==> src/rtl/imm_extend_pipe.sv <==
// imm_extend_pipe: two-stage pipelined immediate field select and sign/zero extension
module imm_extend_pipe #(
  parameter int XLEN = 32,
  parameter int OPW = 4,
  parameter logic [OPW-1:0] OP_J = 4'b1000,
  parameter logic [OPW-1:0] OP_LI = 4'b0010,
  parameter int J_W = 28,
  parameter int LI_W = 23,
  parameter int DEF_W = 18
) (
  input  logic            clk_i,
  input  logic            rst_i,
  input  logic            flush_i,
  input  logic            valid_i,
  output logic            ready_o,
  input  logic [XLEN-1:0] ir_i,
  input  logic            zext_i,
  output logic            valid_o,
  input  logic            ready_i,
  output logic [XLEN-1:0] data_o,
  output logic [1:0]      fmt_o
);
  logic            s1_valid, s1_zext, s2_valid, s2_adv, fill;
  logic [1:0]      s1_fmt, s2_fmt, fmt_in;
  logic [XLEN-1:0] s1_ir, s2_data, mask, top, ext;
  logic [OPW-1:0]  op;
  int              w;
  always_comb begin
    op = ir_i[XLEN-1 -: OPW];
    fmt_in = op == OP_J ? 2'b10 : op == OP_LI ? 2'b01 : 2'b00;
    s2_adv = !s2_valid | ready_i;
    ready_o = !s1_valid | s2_adv;
    w = s1_fmt == 2'b10 ? J_W : s1_fmt == 2'b01 ? LI_W : DEF_W;
    // a width of XLEN shifts every bit out, leaving an all-ones mask (pass-through)
    mask = ~({XLEN{1'b1}} << w);
    top = XLEN'(1) << (w - 1);
    fill = !s1_zext & |(s1_ir & top);
    ext = (s1_ir & mask) | ({XLEN{fill}} & ~mask);
  end
  always_ff @(posedge clk_i) begin
    if (rst_i) begin
      s1_valid <= 1'b0;
      s1_zext <= 1'b0;
      s1_fmt <= '0;
      s1_ir <= '0;
      s2_valid <= 1'b0;
      s2_fmt <= '0;
      s2_data <= '0;
    end else if (flush_i) begin
      s1_valid <= 1'b0;
      s2_valid <= 1'b0;
    end else begin
      if (s2_adv) begin
        s2_valid <= s1_valid;
        if (s1_valid) begin
          s2_data <= ext;
          s2_fmt <= s1_fmt;
        end
      end
      if (ready_o) begin
        s1_valid <= valid_i;
        if (valid_i) begin
          s1_ir <= ir_i;
          s1_fmt <= fmt_in;
          s1_zext <= zext_i;
        end
      end
    end
  end
  assign valid_o = s2_valid;
  assign data_o = s2_data;
  assign fmt_o = s2_fmt;
endmodule

==> config.mk <==
export PLATFORM = sky130hd
export DESIGN_NAME = imm_extend_pipe
export DESIGN_NICKNAME = d
export VERILOG_FILES = /design/src/rtl/imm_extend_pipe.sv
export SDC_FILE = /design/constraint.sdc
export NUM_CORES = 1
export LEC_CHECK = 0
export ABC_AREA = 1
export BUFFER_PORTS_ARGS = -buffer_cell sky130_fd_sc_hd__buf_4
export CELL_PAD_IN_SITES_DETAIL_PLACEMENT = 1
export CELL_PAD_IN_SITES_GLOBAL_PLACEMENT = 1
export CORE_ASPECT_RATIO = 1.1
export CORE_MARGIN = 5
export CORE_UTILIZATION = 40
export CTS_BUF_LIST = sky130_fd_sc_hd__clkbuf_8 sky130_fd_sc_hd__clkbuf_16
export CTS_CLUSTER_SIZE = 16
export DETAILED_ROUTE_END_ITERATION = 16
export PLACE_DENSITY_LB_ADDON = 0.08
export SETUP_SLACK_MARGIN = 0.4
export SYNTH_ARGS = -nofsm -noshare
export SYNTH_HDL_FRONTEND = slang
export SYNTH_SLANG_ARGS = --single-unit
export TNS_END_PERCENT = 5
==> constraint.sdc <==
create_clock -name clk_i -period 2.49 [get_ports clk_i]
set_input_delay 0.249 -clock clk_i [delete_from_list [all_inputs] [get_ports clk_i]]
set_output_delay 0.249 -clock clk_i [all_outputs]
set_load 0.01 [all_outputs]
## Word-level counts from Yosys, hierarchy flattened

Index checks and enable logic that the tools add are counted.

| storage, ports and cells | value |
|---|---|
| output and inout port bits | 36 |
| bits of input ports | 38 |
| word-level logic and storage cells | 35 |
| bits in registers | 71 |

| cells by class | value |
|---|---|
| equality and inequality tests | 4 |
| shifts and indexed selects | 2 |
| muxes and demuxes | 4 |
| add/sub/neg operators | 1 |
| reduce and logical (&&, ||, !) cells | 7 |
| bitwise logic cells | 10 |

Operators by type and width:

| operator | number |
|---|---|
| 32-bit AND | 3 |
| 32-bit inverter | 2 |
| 32-bit bitwise OR | 1 |
| 32-bit OR reduction | 1 |
| 1-bit by 32-bit << shifter with 32-bit output (first input constant) | 1 |
| 32-bit by 5-bit << shifter with 32-bit output (first input constant) | 1 |
| 3-bit AND reduction | 2 |
| 5-bit by 1-bit subtractor with 6-bit output (second input constant) | 1 |
| 4-bit by 2-bit equality test with 1-bit output (second input constant) | 1 |
| 4-bit equality test (second input constant) | 1 |
| 4-bit two-way mux | 1 |
| 1-bit zero test | 3 |
| 3-bit two-way mux | 1 |
| 2-bit by 1-bit equality test with 1-bit output (second input constant) | 1 |
| 2-bit equality test (second input constant) | 1 |
| 2-bit two-way mux | 1 |
| 1-bit bitwise OR | 2 |
| 2-bit OR reduction | 1 |
| 1-bit AND | 1 |
| 1-bit two-way mux | 1 |
| 1-bit inverter | 1 |

## Longest topological paths before layout

Gate-level depths: netlist of the first run.

| depth | value |
|---|---|
| depth in word-level cells | 10 |
| depth in mapped cells | 11 |
| depth with buffers taken out | 11 |

## Worst setup path before layout of the first run

OpenSTA, ideal clock, no wires.

| timing | value |
|---|---|
| kind | register to register |
| start point | register s1_fmt[0] |
| end point | register s2_data[18], in the netlist data_o[18] |
| data required time | 2.371 ns |
| path slack | 0.990 ns |
| period minus slack after synthesis | 1.500 ns |
| stages on the path, launching flop included | 11 |
| path buffers | 0 |
| library setup time | 0.119 ns |
| arrival | 1.381 ns |
| path through | dfxtp_1 -> inv_1 -> ha_1 -> nand2_1 -> inv_1 -> nand2_1 -> nand2_1 -> a21oi_2 -> nand2_4 -> nand3_2 -> a21oi_1 |

| on the way | value |
|---|---|
| longest elaborated chain between the ends | 10 |
| elaborated cells on any way between the ends | 15 |
| those cells by class | 1 x add/sub; 2 x eq/ne; 2 x shift; 2 x mux; 7 x bitwise; 1 x reduce/logical |

Ends and longest elaborated chain:

| item | RTL line | RTL |
|---|---|---|
| from (decl) | 24 | `logic [1:0] s1_fmt, s2_fmt, fmt_in;` |
| from (signal assigned) | 64 | `s1_fmt <= fmt_in;` |
| 2-bit by 1-bit equality test with 1-bit output | 33 | `w = s1_fmt == 2'b10 ? J_W : s1_fmt == 2'b01 ? LI_W : DEF_W;` |
| 3-bit two-way mux | 33 |  |
| 4-bit two-way mux (*) | 33 |  |
| 5-bit by 1-bit subtractor with 6-bit output | 36 | `top = XLEN'(1) << (w - 1);` |
| 1-bit by 32-bit << shifter with 32-bit output | 36 |  |
| 32-bit AND | 37 | `fill = !s1_zext & \|(s1_ir & top);` |
| 32-bit OR reduction | 37 |  |
| 1-bit AND | 37 |  |
| 32-bit AND | 38 | `ext = (s1_ir & mask) \| ({XLEN{fill}} & ~mask);` |
| 32-bit bitwise OR (*) | 38 |  |
| to (signal assigned) | 56 | `s2_data <= ext;` |
| to (decl) | 25 | `logic [XLEN-1:0] s1_ir, s2_data, mask, top, ext;` |

Every way passes the cells marked *; elsewhere a longest branch is shown, timed or not.
A chain may end at the register's enable or synchronous reset.

## Worst setup path after layout of the first run

| timing | value |
|---|---|
| start point | register s1_fmt[0] |
| end point | register s2_data[20], in the netlist data_o[20] |

The elaborated chain is that of the path after synthesis.

==> results of run 1 <==
## worst max-delay path: stages, from the launching register on
cell and delay [ns]:
dfxtp_1 0.38, inv_1 0.10, ha_1 0.39, nand2_1 0.12, inv_1 0.04, nand2_1 0.06, nand2_1 0.06, a21oi_2 0.14
nand2_4 0.10, nand3_2 0.12, a21oi_1 0.08
## registers in the layout, indices dropped and copies added (netlist names)
register / count
valid_o: 1
s1_ir: 32
fmt_o: 2
s1_valid: 1
s1_fmt: 2
s1_zext: 1
data_o: 32
## cell families after synthesis
family,after synthesis
AOI/OAI and AO/OA,107
adders and majority gates,4
buffers and inverters,50
DFF,71
and+or+nand+nor,135
## routing by layer
| metal | vias to the layer above | wire length [um] | track usage |
|---|---|---|---|
| met5 | - | 0 | 0 |
| met1 | 1227 | 3280 | 0.204 |
| li1 | 1309 | - | - |
| met3 | 8 | 335 | 0.0493 |
| met4 | 0 | 73 | 0.0733 |
| met2 | 48 | 3920 | 0.310 |
## Yosys cell counts (all sizes together)
cell,number
ha,4
inv,28
dfxtp,71
nand3,7
nand2,32
o21ai,66
nor2,94
nand4,1
clkbuf,7
nand3b,1
buf,15
a21oi,41
## power by group
group / internal (mW) / switching [mW] / total, mW / leakage (nW)
Clock: 0.617 / 0.434 / 1.05 / 0.112
Sequential: 1.19 / 0.0307 / 1.22 / 0.581
Combinational: 0.114 / 0.138 / 0.252 / 0.923
## final timing paths
| kind | start | to | cells after the start |
|---|---|---|---|
| hold reg to reg | s1_ir[31]$_SDFFE_PP0P_ | s1_ir[31]$_SDFFE_PP0P_ | 2 |
| setup / recovery | s1_fmt[0]$_SDFFE_PP0P_ | data_o[20]$_SDFFE_PP0P_ | 10 |
| hold / removal | rst_i | s1_fmt[0]$_SDFFE_PP0P_ | 2 |
| setup reg to reg | s1_fmt[0]$_SDFFE_PP0P_ | data_o[20]$_SDFFE_PP0P_ | 10 |
## metrics by stage
stage	setup WS, ns	utilization
after floorplan	0.990	-
after global placement	0.880	0.485
after detailed placement	0.787	0.485
after CTS	0.764	0.518
after global routing	0.627	0.518
final	0.779	0.518
## final cells by class
type	instances	area share
Sequential cell	71	0.394
Timing Repair Buffer	76	0.162
Multi-Input combinational cell	246	0.322
Inverter	28	0.0291
Clock buffer	11	0.0420
Clock inverter	5	0.0222
Tap cell	85	0.0295
==> flow_summary.yaml, run 1 <==
die:
  die-area_um2: 8860
  num_io_pins: 74
  chipWidth_um: 90.2
  rows: 32
  initial_core_util: 0.406
  die-height_um: 98.2
  fp.coreArea_um2: 6970
synthesis:
  synth_top_family_by_area: "simple AND/OR/NAND/NOR gates"
  synth_top_area_frac: 0.502
  synthTopCellsByArea: "dfxtp_1 50%, nor2_1 12%, o21ai_0 11%"
  netlist_instances: 367
  synth_fa_ha_area_frac: 0.0177
  netlist_area_um2: 2830
  muxShareOfSynthArea: 0
  synth_seq_cells: 71
  synthXorXnorAreaFrac: 0
  synth_compound_area_frac: 0.191
  syn_area_per_cell_um2: 7.71
  synth_cell_types: 25
  yosysSeqAreaShare: 0.502
  synth-simple-area-share: 0.202
  syn_nets: 409
  synth_top_area_cell: "dfxtp_1"
  yosysWarnings: 0
global_route:
  grt_pass1_wl_mm: 12.9
  grt_pass1_vias: 2754
  antenna_found_initial: 0
  grtUsageTotal: 0.178
  grt_remaining_overflow: 0
  grt_max_degree: 43
clock_tree:
  tritoncts: "done"
  root_buffer: "clkbuf_8"
  htreeDepth: 3
  cts.path.max_buffers: 2
  cts_resized: 0
  cts_buffers: 9
  post-cts-setup-buffers: 0
  clock_latency_ns: 0.34
  clock-sinks: 71
  path_clk_slew_ns: 0.07
  hold_buffers: 0
finish:
  fillers: 884
  final_cell_mix: "92 x nor2_1, 75 x buf_4, 71 x dfxtp_1"
  final_area_um2: 3610
  multi_input_area_um2: 1160
  final-seq-area_um2: 1420
  finalNonFillerCells: 522
  layout_commonest_cell: "nor2_1"
  num_antenna_cells: 0
  drive_above_1_share: 0.238
  final_nets: 474
  area_growth_syn_to_layout_pct: 27.6
place:
  placedCellCount: 506
  place.gp.congestion: 0.815
  place_hpwl_mm: 5.07
  placed_area_um2: 3380
  io_buffers: 73
routing:
  drt_iter0_markers: 78
  drc_errors: 0
  first_pass_iters: 4
  via_per_inst: 4.97
  routedWlPerCell_um: 14.6
  ant_nets: 0
  vias: 2592
  wl_mm: 7.61
critical_path:
  path_class: "reg2reg"
  crit_path_start_kind: "register"
  crit_fanout: 5
  worstPathRequired_ns: 2.72
  arrival_ns: 1.94
  r2r_slack_ns: 0.78
  critPathCaptureType: "register"
power_and_ir_drop:
  p_per_area_nw_per_um2: 699
  ir_drop_uv: 343
  total_power_mw: 2.52
  p_leak_nw: 1.62
timing:
  worstMarginPinSlew_ns: 0.683
  slew_violations: 0
  finalSetupViolations: 0
  timing_hold_violations_final: 0
  fin_worst_skew_ns: 0.00793
  period_needed_ns: 1.71
  tns_ns: 0
  rsz0062_at_grt: "no"
  period_share: 0.687
  max_freq_ghz: 0.584
  whs_ns: 0.100
  slew_headroom: 0.544
flow_run:
  max_cap_violations: 0
run_status:
  status: "complete, no violations"
worst_hold_path:
  hp-class: "in2reg"
No activity file was read; power rests on OpenSTA's default activity.
==> run 2, diff against run 1 <==
- ABC_AREA: 1 -> 0
- CORE_UTILIZATION: 40 -> 34
- clock period: 2.49 -> 1.4 ns (I/O delays scaled with it)
==> run 2 against run 1 <==
Net effect: the run now ends with setup timing left; die area is 17% higher; global-route usage decreased by 1.4 points; count of clock-buffer cells in the layout shrank 1; sequential share of layout area decreased by 6.8 points; core utilization rose by 1.6 points; cell area increased by 22%; via count is 3.8% higher; largest power group unchanged.
==> flow_summary.yaml, run 2 <==
critical_path:
  crit_fanout: 5
  timing.rr.start: "s1_fmt[0]$_SDFFE_PP0P_"
  crit_path_start_kind: "register"
  path_class: "reg2reg"
  worstPathRequired_ns: 1.67
  arrival_ns: 2.00
  critPathCaptureType: "register"
  crit_path_start: "s1_fmt[0]$_SDFFE_PP0P_"
synthesis:
  synth_common_cells: "106 x nand2_1, 71 x dfxtp_1, 63 x a21oi_1"
  yosysMostFrequentCell: "nand2_1"
  yosysWarnings: 0
  synth_cell_types: 34
  synth_top_area_cell: "dfxtp_1"
  syn_area_per_cell_um2: 8.36
  synth_top_area_frac: 0.498
  synth_edf_count: 0
  synth_seq_cells: 71
  netlist_area_um2: 2850
  synthFlopType: "dfxtp_1"
  synthTopCellsByArea: "dfxtp_1 50%, nand2_1 14%, a21oi_1 11%"
  syn_nets: 383
  yosysSeqAreaShare: 0.498
  async_flop_share: 0
  netlist_instances: 341
clock_tree:
  clock-sinks: 71
  cts_buffers: 9
  path_clk_slew_ns: 0.08
  cts.path.max_buffers: 2
  htreeDepth: 3
  root_buffer: "clkbuf_8"
  clock_latency_ns: 0.35
  tritoncts: "done"
routing:
  first_pass_iters: 4
  wl_mm: 8.41
  via_per_inst: 4.86
  routedWlPerCell_um: 15.2
  vias: 2690
  ant_nets: 0
  drc_errors: 0
  drt_iter0_markers: 66
global_route:
  grtUsageTotal: 0.164
  grt_pass1_wl_mm: 13.6
  grt_pass1_vias: 2811
  grt_remaining_overflow: 0
  grt_max_degree: 46
  antenna_found_initial: 0
power_and_ir_drop:
  ir_drop_uv: 464
  total_power_mw: 4.38
  p_leak_nw: 1.80
  p_per_area_nw_per_um2: 992
timing:
  max_freq_ghz: 0.577
  whs_ns: 0.0269
  worstMarginPinSlew_ns: 0.525
  finalSetupViolations: 16
  timing_hold_violations_final: 0
  period_needed_ns: 1.73
  slew_violations: 0
  period_share: 1.24
  tns_ns: -4.98
  fin_worst_skew_ns: 0.00811
  slew_headroom: 0.650
  rsz0062_at_grt: "yes"
  final.setup.worst_slack_ns: -0.333
finish:
  fin_util: 0.534
  num_antenna_cells: 0
  final_cell_mix: "97 x buf_4, 63 x nand2_1, 59 x dfxtp_1"
  layout_commonest_cell: "buf_4"
  area_growth_syn_to_layout_pct: 55.0
  final_nets: 480
  drive_above_1_share: 0.519
  fillers: 986
run_status:
  violations: "setup timing"
  status: "finished, violations left"
place:
  io_buffers: 73
  place_ws_ns: -0.432
  place.gp.congestion: 0.794
  place_hpwl_mm: 5.61
die:
  initial_core_util: 0.345
  chipWidth_um: 97.3
  die-area_um2: 10300
  fp.coreArea_um2: 8280
  rows: 35
  num_io_pins: 74
  die-height_um: 106
worst_hold_path:
  hold_path_startpoint: "ir_i[3]"
  hp-class: "in2reg"
flow_run:
  max_cap_violations: 0
==> run 2: cell types whose count changed after synthesis, sizes merged, moves of 5 or more <==
cell    previous run  this run
o21ai             66         1
a211oi             0         7
nor2              94        20
o41ai              0         5
nand2b             0         5
inv               28         2
a21oi             41        64
nand2             32       106
a311oi             0         8
==> run 2: final timing paths <==
check | slack [ns] | cells after the start | endpoint
hold / removal | 0.03 | 3 | s1_ir[3]$_SDFFE_PP0P_
setup / recovery | -0.33 | 7 | data_o[30]$_SDFFE_PP0P_
setup reg to reg | -0.33 | 7 | data_o[30]$_SDFFE_PP0P_
hold reg to reg | 0.46 | 2 | data_o[1]$_SDFFE_PP0P_
==> run 2: cell families after synthesis <==
| family | share of synthesized area |
|---|---|
| simple gates | 0.227 |
| compound gates | 0.208 |
| flops | 0.498 |
| buf+inv | 0.0491 |
| fa+ha+maj | 0.0176 |
==> run 2: repair_timing <==
item | CTS | global route
endpoints found under the hold margin | 2 | 0
gates resized for setup | 80 | 34
hold buffers | 1 | 0
pin swaps | 69 | 38
endpoints found under the setup margin | 74 | 90
setup buffers | 2 | 1
==> run 2: layer usage <==
metal  share of wire  GRT usage
met5               0          0
met4           0.010     0.0475
met3           0.046     0.0545
met2            0.52      0.293
met1            0.43      0.185
==> run 2: critical path, stage by stage, from the launching register on <==
cell and delay, ns:
dfxtp_4 0.40, inv_4 0.05, ha_4 0.29, nand2_1 0.10
o21ai_4 0.31, o41ai_4 0.12, buf_4 0.16, a311oi_1 0.22
==> run 2: area by class of cell <==
cell class | count | area, um2 | area share
clock buffer | 10 | 149 | 0.0337
clock inverter | 6 | 67.6 | 0.0153
inverter | 2 | 10.0 | 0.00227
multi-input combinational | 243 | 1660 | 0.375
sequential | 71 | 1440 | 0.326
tap | 111 | 139 | 0.0314
timing repair buffer | 111 | 955 | 0.216
==> run 2: through the flow <==
| stage | cell area, um2 | instances |
|---|---|---|
| after CTS | 4290 | 553 |
| final | 4420 | 554 |
| after global routing | 4420 | 554 |
| after global placement | 3790 | 534 |
| after detailed placement | 3790 | 534 |
| after floorplan | 2890 | 341 |
==> run 2: power breakdown <==
| group | internal (mW) | switching [mW] |
|---|---|---|
| Combinational | 0.242 | 0.248 |
| Clock | 0.933 | 0.833 |
| Sequential | 2.08 | 0.0473 |
| Total | 3.25 | 1.13 |
